`src/rtl/spi_reader_arb.sv`:
```
// Arbiter sharing one spi_flash_reader command/data channel among N_REQ requesters.
// Optional macro SPI_ARB_FIXED_PRIO_EN: fixed priority (requester 0 highest) instead of round-robin.
module spi_reader_arb #(
    parameter int N_REQ = 2,
    parameter int AW    = 24,
    parameter int LW    = 16
) (
    input  logic                clk,
    input  logic                rst_n,
    input  logic [N_REQ*AW-1:0] req_addr,
    input  logic [N_REQ*LW-1:0] req_len,
    input  logic [N_REQ-1:0]    req_go,
    output logic [N_REQ-1:0]    req_rdy,
    output logic [7:0]          req_data,
    output logic [N_REQ-1:0]    req_valid,
    output logic [AW-1:0]       sr_addr,
    output logic [LW-1:0]       sr_len,
    output logic                sr_go,
    input  logic                sr_rdy,
    input  logic [7:0]          sr_data,
    input  logic                sr_valid
);
    localparam int GW = $clog2(N_REQ);

    typedef enum logic [1:0] {IDLE, ISSUE, WAIT_START, XFER} state_t;

    state_t         state_reg, state_next;
    logic [GW-1:0]  grant_reg, grant_next, pick;
    logic [N_REQ-1:0] pending_vec;
    logic [AW-1:0]  slot_addr [N_REQ];
    logic [LW-1:0]  slot_len  [N_REQ];
    logic           busy, load_cmd, issue_fire, route;
    logic [AW-1:0]  sr_addr_reg;
    logic [LW-1:0]  sr_len_reg;
    logic [7:0]     req_data_reg;
    logic [N_REQ-1:0] req_valid_reg;

    assign busy       = (state_reg != IDLE);
    assign issue_fire = (state_reg == ISSUE) && sr_rdy;
    // Bytes arriving before the reader drops rdy still belong to the granted transfer.
    assign route      = sr_valid && ((state_reg == WAIT_START) || (state_reg == XFER));

    for (genvar gi = 0; gi < N_REQ; gi++) begin : g_slot
        logic          pending_reg;
        logic [AW-1:0] addr_reg;
        logic [LW-1:0] len_reg;
        logic          accept;

        assign accept = req_go[gi] && req_rdy[gi];

        always_ff @(posedge clk or negedge rst_n) begin
            if (!rst_n) begin
                pending_reg <= 1'b0;
                addr_reg    <= '0;
                len_reg     <= '0;
            end else if (accept) begin
                pending_reg <= 1'b1;
                addr_reg    <= req_addr[gi*AW +: AW];
                len_reg     <= req_len[gi*LW +: LW];
            end else if (issue_fire && (grant_reg == GW'(gi))) begin
                pending_reg <= 1'b0;
            end
        end

        assign pending_vec[gi] = pending_reg;
        assign slot_addr[gi]   = addr_reg;
        assign slot_len[gi]    = len_reg;
        assign req_rdy[gi]     = ~pending_reg & ~(busy && (grant_reg == GW'(gi)));
    end

`ifdef SPI_ARB_FIXED_PRIO_EN
    always_comb begin
        pick = '0;
        for (int k = N_REQ - 1; k >= 0; k--) begin
            if (pending_vec[k]) pick = GW'(k);
        end
    end
`else
    logic [GW-1:0] rr_ptr_reg, rr_ptr_next;
    logic [GW:0]   idx;
    logic          found;

    // First pending slot at or after rr_ptr, wrapping modulo N_REQ.
    always_comb begin
        pick  = '0;
        idx   = '0;
        found = 1'b0;
        for (int k = 0; k < N_REQ; k++) begin
            idx = {1'b0, rr_ptr_reg} + (GW+1)'(k);
            if (idx >= (GW+1)'(N_REQ)) idx = idx - (GW+1)'(N_REQ);
            if (!found && pending_vec[idx[GW-1:0]]) begin
                pick  = idx[GW-1:0];
                found = 1'b1;
            end
        end
    end
`endif

    always_comb begin
        state_next = state_reg;
        grant_next = grant_reg;
        load_cmd   = 1'b0;
`ifndef SPI_ARB_FIXED_PRIO_EN
        rr_ptr_next = rr_ptr_reg;
`endif
        case (state_reg)
            IDLE: begin
                if (|pending_vec) begin
                    grant_next = pick;
                    load_cmd   = 1'b1;
                    state_next = ISSUE;
                end
            end
            ISSUE: begin
                if (sr_rdy) state_next = WAIT_START;
            end
            WAIT_START: begin
                if (!sr_rdy) state_next = XFER;
            end
            XFER: begin
                if (sr_rdy) begin
                    state_next = IDLE;
`ifndef SPI_ARB_FIXED_PRIO_EN
                    rr_ptr_next = (grant_reg == GW'(N_REQ - 1)) ? '0 : grant_reg + 1'b1;
`endif
                end
            end
            default: state_next = IDLE;
        endcase
    end

    always_ff @(posedge clk or negedge rst_n) begin
        if (!rst_n) begin
            state_reg     <= IDLE;
            grant_reg     <= '0;
            sr_addr_reg   <= '0;
            sr_len_reg    <= '0;
            req_data_reg  <= '0;
            req_valid_reg <= '0;
`ifndef SPI_ARB_FIXED_PRIO_EN
            rr_ptr_reg    <= '0;
`endif
        end else begin
            state_reg    <= state_next;
            grant_reg    <= grant_next;
            req_data_reg <= sr_data;
            if (load_cmd) begin
                sr_addr_reg <= slot_addr[pick];
                sr_len_reg  <= slot_len[pick];
            end
            req_valid_reg <= route ? ({{(N_REQ-1){1'b0}}, 1'b1} << grant_reg) : '0;
`ifndef SPI_ARB_FIXED_PRIO_EN
            rr_ptr_reg   <= rr_ptr_next;
`endif
        end
    end

    assign sr_go     = issue_fire;
    assign sr_addr   = sr_addr_reg;
    assign sr_len    = sr_len_reg;
    assign req_data  = req_data_reg;
    assign req_valid = req_valid_reg;

endmodule
```
`config.mk`:
```
export PLATFORM = sky130hd
export DESIGN_NAME = spi_reader_arb
export DESIGN_NICKNAME = d
export VERILOG_FILES = /design/src/rtl/spi_reader_arb.sv
export SDC_FILE = /design/constraint.sdc
export NUM_CORES = 1
export LEC_CHECK = 0
export CORE_ASPECT_RATIO = 1.2
export CORE_MARGIN = 3
export CORE_UTILIZATION = 25
export CTS_CLUSTER_DIAMETER = 200
export CTS_CLUSTER_SIZE = 25
export DETAILED_ROUTE_END_ITERATION = 6
export DONT_BUFFER_PORTS = 1
export PLACE_DENSITY = 0.43
export SETUP_SLACK_MARGIN = 0.3
export SYNTH_ARGS = -nofsm -noshare
export SYNTH_HDL_FRONTEND = slang
export SYNTH_SLANG_ARGS = --single-unit
```
`constraint.sdc`:
```
create_clock -name clk -period 2.3 [get_ports clk]
set_input_delay 0.46 -clock clk [delete_from_list [all_inputs] [get_ports clk]]
set_output_delay 0.46 -clock clk [all_outputs]
set_load 0.005 [all_outputs]
```
==> key figures, run 1 <==
Detailed routing
  • M1 wire length: 6.299 mm
  • Post-Route WL: 15.08 mm
  • DRC violations left: 0
  • Highest layer used for signal routing: met5
  • Detail Route met2 WL: 7.465 mm
  • Vias per cell: 4.805
  • Number of vias in the routed layout: 3498
  • Iteration-0 DRC count of the detailed router: 132
  • WL/cell: 20.71 um
  • Length of routed met3 wiring: 1.105 mm
  • Initial DRT Pass Iterations: 5
  • Post-DRT Antenna Nets: 0

Floorplan
  • DIE AREA: 24610 um2
  • Chip width: 143.7 um
  • Core ar.: 22000 um2
  • Initial core utilization: 25.86%
  • Cell Rows: 59
  • Die H: 171.3 um
  • Count of pins on the block boundary: 147

Yosys
  • Post-synth EDFFs: 0
  • Synthesized netlist net count: 541
  • Count of distinct cell types in the synthesized netlist: 26
  • Post-synthesis sequential area ratio: 59.82%
  • Warnings, synthesis: 0
  • Synth Register Bits: 136
  • Predominant post-synthesis flop cell: sky130_fd_sc_hd__dfrtp_1
  • Cell type with the highest aggregate area in the netlist: sky130_fd_sc_hd__dfrtp_1
  • Cell types with the highest counts after synthesis: 136 x sky130_fd_sc_hd__dfrtp_1, 43 x sky130_fd_sc_hd__nor2_1, 42 x sky130_fd_sc_hd__mux2_4, 42 x sky130_fd_sc_hd__o21ai_0, 41 x sky130_fd_sc_hd__a31oi_1
  • Most instantiated library cell after synthesis: sky130_fd_sc_hd__dfrtp_1
  • Share of Yosys cell area claimed by the top area cell type: 59.82%
  • Share of flip-flops with an asynchronous set or reset: 100.0%
  • Per-instance average area after synthesis: 12.84 um2
  • Mapped Cells: 443
  • Cell types with the largest area share after synthesis: sky130_fd_sc_hd__dfrtp_1 60%, sky130_fd_sc_hd__mux2_4 11%, sky130_fd_sc_hd__mux2_2 7.7%
  • Mapped Area: 5689 um2

Timing
  • Number of failing setup endpoints in the final timing report: 0
  • Sum of negative setup slack: 0 ns
  • Final critical path time including I/O delays and setup: 1.866 ns
  • Final Skew: 0.009146 ns
  • RSZ-0062 raised after global routing: false
  • Normalized max-slew margin: 66.53%
  • Fraction of the cycle the final worst path needs: 81.13%
  • Setup slack after layout: 0.4341 ns
  • Worst Hold Margin: -0.2534 ns
  • Endpoints failing hold: 136
  • Max Clock Freq: 0.5359 GHz
  • Fin. max-slew vios: 0
  • Worst-margin pin slew: 0.5021 ns

Setup path
  • Data required time of the critical path: 1.84 ns
  • Class of the most critical setup path: flip-flop to output pin
  • Crit path DAT: 1.41 ns
  • Startpoint type of the worst setup path: flip-flop
  • Startpoint of the worst register-to-register path: state_reg[0]$_DFFE_PN0P_
  • Critical Path End Type: output pin
  • Critical-path maximum fanout: 6
  • R2R Path End: g_slot[0].len_reg[2]$_DFFE_PN0P_
  • Setup slack on the worst flop-to-flop path: 0.48 ns
  • R2R depth: 6

Cells and area
  • Share of final-layout standard cells stronger than drive strength 1: 28.92%
  • Total of fill cells in the finished design: 2255
  • Post-layout instance count excluding filler cells: 728
  • Finished layout cell area: 6633 um2
  • Flip-flop count of the largest register after layout: 48
  • Final-stage net count: 538
  • Area grow syn2layout: 16.58%

Power
  • Leakage: 2.786 nW
  • Areal power density over the cells: 1623 nW/um2
  • Worst IR drop on VDD: 0.4933 mV

Global route
  • Total Routing Usage GR: 12.47%
  • First-pass GRT wire length: 23.15 mm
  • Via count of the first global-routing pass: 3802
  • Largest net degree at the start of global routing: 137
  • Remaining Overflow, GRT: 0
  • Antenna violations before repair: 2

Status
  • Run status: complete, but fails checks
  • Violated checks: negative hold slack

Place
  • Instance area after placement: 5986 um2
  • Sum of net half-perimeters after detailed placement: 10.02 mm
  • Routability cong.: 0.7423
  • Cell count after placement: 695
  • Port-buffer cells: 0
  • Worst setup timing slack at the placement stage: 0.3920 ns

Clock network
  • Number of buffers inserted to repair setup after CTS: 0
  • Clock Latency Late Sink: 0.41 ns
  • Maximum clock path buffer count: 2
  • Register clock-pin slew on the reported worst setup and hold paths: 0.06 ns
  • Number of buffers created by CTS: 17
  • Clock tree from TritonCTS: yes
  • Clk sink count: 136
  • H-tree Lvls: 4
  • Clock tree root buffer cell: sky130_fd_sc_hd__clkbuf_16

Run
  • Number of violations of the max-capacitance limit: 0

Hold path
  • Hold Path Class: primary input to asynchronous set/reset pin
per-stage QoR:
stage | power (mW) | utilization (%)
after floorplan | 6.935 | -
after global placement | 7.822 | 27.21
after detailed placement | 7.944 | 27.21
after CTS | 10.96 | 30.08
after global routing | 11.57 | 30.14
final | 10.77 | 30.15
cell usage in the layout, fill, tap and decap left out, types with 2 or more instances in the layout:
cell type                    instances
sky130_fd_sc_hd__dfrtp_1           135
sky130_fd_sc_hd__nor2_1             43
sky130_fd_sc_hd__o21ai_0            42
sky130_fd_sc_hd__mux2_4             42
sky130_fd_sc_hd__a31oi_1            41
sky130_fd_sc_hd__nand3_1            40
sky130_fd_sc_hd__mux2_2             39
sky130_fd_sc_hd__clkbuf_16          17
sky130_fd_sc_hd__buf_4               8
sky130_fd_sc_hd__inv_1               4
sky130_fd_sc_hd__bufinv_16           4
sky130_fd_sc_hd__buf_12              4
sky130_fd_sc_hd__nand2_1             3
sky130_fd_sc_hd__ha_1                3
sky130_fd_sc_hd__clkinv_4            3
sky130_fd_sc_hd__a21oi_1             2
sky130_fd_sc_hd__clkinv_2            2
sky130_fd_sc_hd__clkinvlp_4          2
sky130_fd_sc_hd__clkbuf_8            2
sky130_fd_sc_hd__clkbuf_1            2
logic make-up (layout without fill, tap and decap cells):
family,after synthesis,count (layout),synth area share (%)
buffers and inverters,40,50,3.871
multiplexers,81,81,18.80
AND/OR/NAND/NOR,90,90,7.016
adder cells (fa/ha/maj),4,4,0.8797
flip-flops,136,136,59.82
AO/OA/AOI/OAI,92,92,9.611
other,0,1,0
what timing repair did:
action | in CTS | in global routing
resized for setup | 0 | 2
endpoints found under the setup margin | 0 | 35
hold endpoints to repair | 136 | 136
critical path: stages, from the launching register on:
cell and delay, ns:
sky130_fd_sc_hd__dfrtp_1 0.42, sky130_fd_sc_hd__inv_1 0.14, sky130_fd_sc_hd__ha_4 0.19, sky130_fd_sc_hd__inv_1 0.06, sky130_fd_sc_hd__a21oi_1 0.19
metal layers:
layer | track usage [%] | vias up
met5 | 0 | -
met4 | 3.235 | 4
met3 | 5.089 | 15
met2 | 20.31 | 113
met1 | 15.39 | 1784
li1 | - | 1582
worst max-delay path by stage:
stage / from / endpoint / slack, ns / cells past startpoint
detailed placement: state_reg[0]$_DFFE_PN0P_ / g_slot[0].len_reg[2]$_DFFE_PN0P_ / 0.39 / 6
finish: state_reg[0]$_DFFE_PN0P_ / req_rdy[1] / 0.43 / 4
floorplan: state_reg[0]$_DFFE_PN0P_ / g_slot[0].addr_reg[12]$_DFFE_PN0P_ / 0.62 / 6
global placement: state_reg[0]$_DFFE_PN0P_ / g_slot[0].addr_reg[6]$_DFFE_PN0P_ / 0.43 / 6
CTS: state_reg[0]$_DFFE_PN0P_ / req_rdy[1] / 0.30 / 4
global route: state_reg[0]$_DFFE_PN0P_ / req_rdy[1] / 0.33 / 4
layout make-up:
type / instances / area, um2 / area share, %
flip-flops and latches: 136 / 3405 / 51.33
multi-input cells: 267 / 2088 / 31.48
clock buffers: 21 / 460.4 / 6.942
well taps: 274 / 342.8 / 5.169
clock inverters: 11 / 171.4 / 2.584
repair buffers: 12 / 140.1 / 2.113
inverters: 6 / 22.52 / 0.3396
diodes: 1 / 2.502 / 0.03773
power breakdown:
part	total, mW	internal (mW)	switching (mW)
logic	3.49	1.77	1.72
registers	4.36	3.59	0.773
clock network	2.92	1.88	1.05
total	10.8	7.23	3.54
(Power assumes the default switching activity.)
==> run 2: changes to the inputs <==
Settings changed: PLACE_DENSITY 0.43 to 0.45.
Clock period 2.3 ns to 1.5 ns, I/O delays scaled along.
==> key figures, run 2 (synthesized netlist as in run 1, its figures left out) <==
Cells and area
  • Commonest cells after routing, fill and taps aside: 134 x sky130_fd_sc_hd__dfrtp_1, 45 x sky130_fd_sc_hd__mux2_4, 41 x sky130_fd_sc_hd__o21ai_0
  • Register Area: 3406 um2
  • Area grow syn2layout: 41.61%
  • Final-stage net count: 600
  • Total of fill cells in the finished design: 2085
  • Area taken by multi-input logic gates: 2555 um2
  • Flip-flop count of the largest register after layout: 48
  • Post-layout instance count excluding filler cells: 790
  • Final core utilization: 36.62%
  • Most common cell after layout, fill and taps aside: sky130_fd_sc_hd__dfrtp_1
  • Share of final-layout standard cells stronger than drive strength 1: 47.38%

Global route
  • Total Routing Usage GR: 14.18%
  • First-pass GRT wire length: 25.92 mm
  • Antenna violations before repair: 2
  • Remaining Overflow, GRT: 0
  • Via count of the first global-routing pass: 4219
  • Largest net degree at the start of global routing: 137

Timing
  • Setup slack after layout: -0.3017 ns
  • Sum of negative setup slack: -30.15 ns
  • Fin. max-slew vios: 0
  • Final critical path time including I/O delays and setup: 1.802 ns
  • Worst Hold Margin: -0.4227 ns
  • Normalized max-slew margin: 73.86%
  • Final Skew: 0.009685 ns
  • Worst-margin pin slew: 0.3880 ns
  • Endpoints failing hold: 136
  • Fraction of the cycle the final worst path needs: 120.1%
  • Max Clock Freq: 0.5550 GHz
  • Number of failing setup endpoints in the final timing report: 126
  • RSZ-0062 raised after global routing: true

Floorplan
  • Initial core utilization: 25.86%
  • Core ar.: 22000 um2
  • DIE AREA: 24610 um2
  • Chip width: 143.7 um
  • Count of pins on the block boundary: 147
  • Die H: 171.3 um
  • Cell Rows: 59

Place
  • Cell count after placement: 709
  • Worst setup timing slack at the placement stage: -0.08489 ns
  • Routability cong.: 0.8169
  • Sum of net half-perimeters after detailed placement: 10.61 mm
  • Port-buffer cells: 0

Setup path
  • Critical Path End Type: output pin
  • Crit path DAT: 1.50 ns
  • Startpoint type of the worst setup path: flip-flop
  • Critical-path maximum fanout: 4
  • Class of the most critical setup path: flip-flop to output pin
  • Data required time of the critical path: 1.20 ns

Detailed routing
  • Initial DRT Pass Iterations: 4
  • Iteration-0 DRC count of the detailed router: 200
  • Number of vias in the routed layout: 3851
  • Vias per cell: 4.875
  • WL/cell: 22.34 um
  • DRC violations left: 0
  • Post-DRT Antenna Nets: 0
  • Post-Route WL: 17.65 mm

Run
  • Number of violations of the max-capacitance limit: 0

Clock network
  • Clock tree from TritonCTS: yes
  • H-tree Lvls: 4
  • Register clock-pin slew on the reported worst setup and hold paths: 0.06 ns
  • Number of buffers created by CTS: 17
  • Clock Latency Late Sink: 0.42 ns
  • Maximum clock path buffer count: 2
  • Clk sink count: 136
  • Clock tree root buffer cell: sky130_fd_sc_hd__clkbuf_16

Power
  • Total design power: 20.75 mW
  • Areal power density over the cells: 2576 nW/um2
  • Worst IR drop on VDD: 0.7723 mV
  • Leakage: 3.312 nW

Hold path
  • Hold Path Class: primary input to asynchronous set/reset pin

Status
  • Run status: complete, but fails checks
  • Violated checks: negative hold slack, negative setup slack
[run 2: final timing paths]
| check | to | depth (start not counted) | startpoint | slack [ns] |
|---|---|---|---|---|
| setup / recovery | sr_go | 6 | state_reg[0]$_DFFE_PN0P_ | -0.30 |
| hold / removal | rr_ptr_reg$_DFFE_PN0P_ | 0 | rst_n | -0.42 |
| setup reg to reg | g_slot[1].len_reg[8]$_DFFE_PN0P_ | 7 | state_reg[0]$_DFFE_PN0P_ | -0.29 |
| hold reg to reg | g_slot[0].addr_reg[1]$_DFFE_PN0P_ | 1 | g_slot[0].addr_reg[1]$_DFFE_PN0P_ | 0.50 |
| max in group asynchronous | g_slot[1].len_reg[12]$_DFFE_PN0P_ | 0 | rst_n | 1.67 |
| min in group clk | req_valid[0]$_DFF_PN0_ | 2 | sr_valid | 0 |
[run 2: cell type report]
| class | count | share of cell area, % |
|---|---|---|
| Multi-Input combinational cell | 267 | 31.71 |
| Sequential cell | 136 | 42.27 |
| Inverter | 6 | 0.3106 |
| Timing Repair Buffer | 74 | 14.10 |
| Tap cell | 274 | 4.255 |
| Clock buffer | 18 | 5.451 |
| Clock inverter | 14 | 1.864 |
| Antenna cell | 1 | 0.03106 |
[run 2: critical path, stage by stage (launching register included)]
cell	delay, ns
sky130_fd_sc_hd__dfrtp_1	0.40
sky130_fd_sc_hd__buf_4	0.15
sky130_fd_sc_hd__buf_6	0.11
sky130_fd_sc_hd__buf_6	0.12
sky130_fd_sc_hd__ha_2	0.18
sky130_fd_sc_hd__nand2_2	0.07
sky130_fd_sc_hd__inv_2	0.05
[run 2: repair_timing]
item / CTS / global route
endpoints found under the hold margin: 147 / 137
setup endpoints to repair: 128 / 132
hold buffers: 11 / 1
gates resized for setup: 76 / 46
pin swaps: 9 / 8
gates cloned: 12 / 2
buffers inserted: 19 / 3
[run 2: stage by stage]
| stage | hold slack (ns) | cell area [um2] |
|---|---|---|
| floorplan | 0.004409 | 5811 |
| global placement | 0.01379 | 6211 |
| detailed placement | 0.01101 | 6211 |
| CTS | -0.4508 | 7674 |
| global route | -0.4438 | 8056 |
| finish | -0.4227 | 8056 |
[run 2: report_power, final]
part	leakage [nW]	switching, mW	internal (mW)
combinational	1.44	4.09	5.48
sequential	1.59	1.44	5.50
clock	0.283	1.75	2.50
[run 2: routing by layer]
| layer | up-vias | track usage, % | part of all wire (%) | wire (um) |
|---|---|---|---|---|
| li1 | 1723 | - | - | - |
| met1 | 1993 | 16.53 | 40 | 7138 |
| met2 | 108 | 24.11 | 52 | 9158 |
| met3 | 25 | 4.561 | 5.8 | 1018 |
| met4 | 2 | 5.733 | 1.8 | 320 |
| met5 | - | 0 | 0.074 | 13 |
==> run 3: changes to the inputs <==
Settings changed: CTS_CLUSTER_DIAMETER 200 to not set.
==> results of run 3 <==
No change in the layout: final DEF, timing and power equal those of run 2.
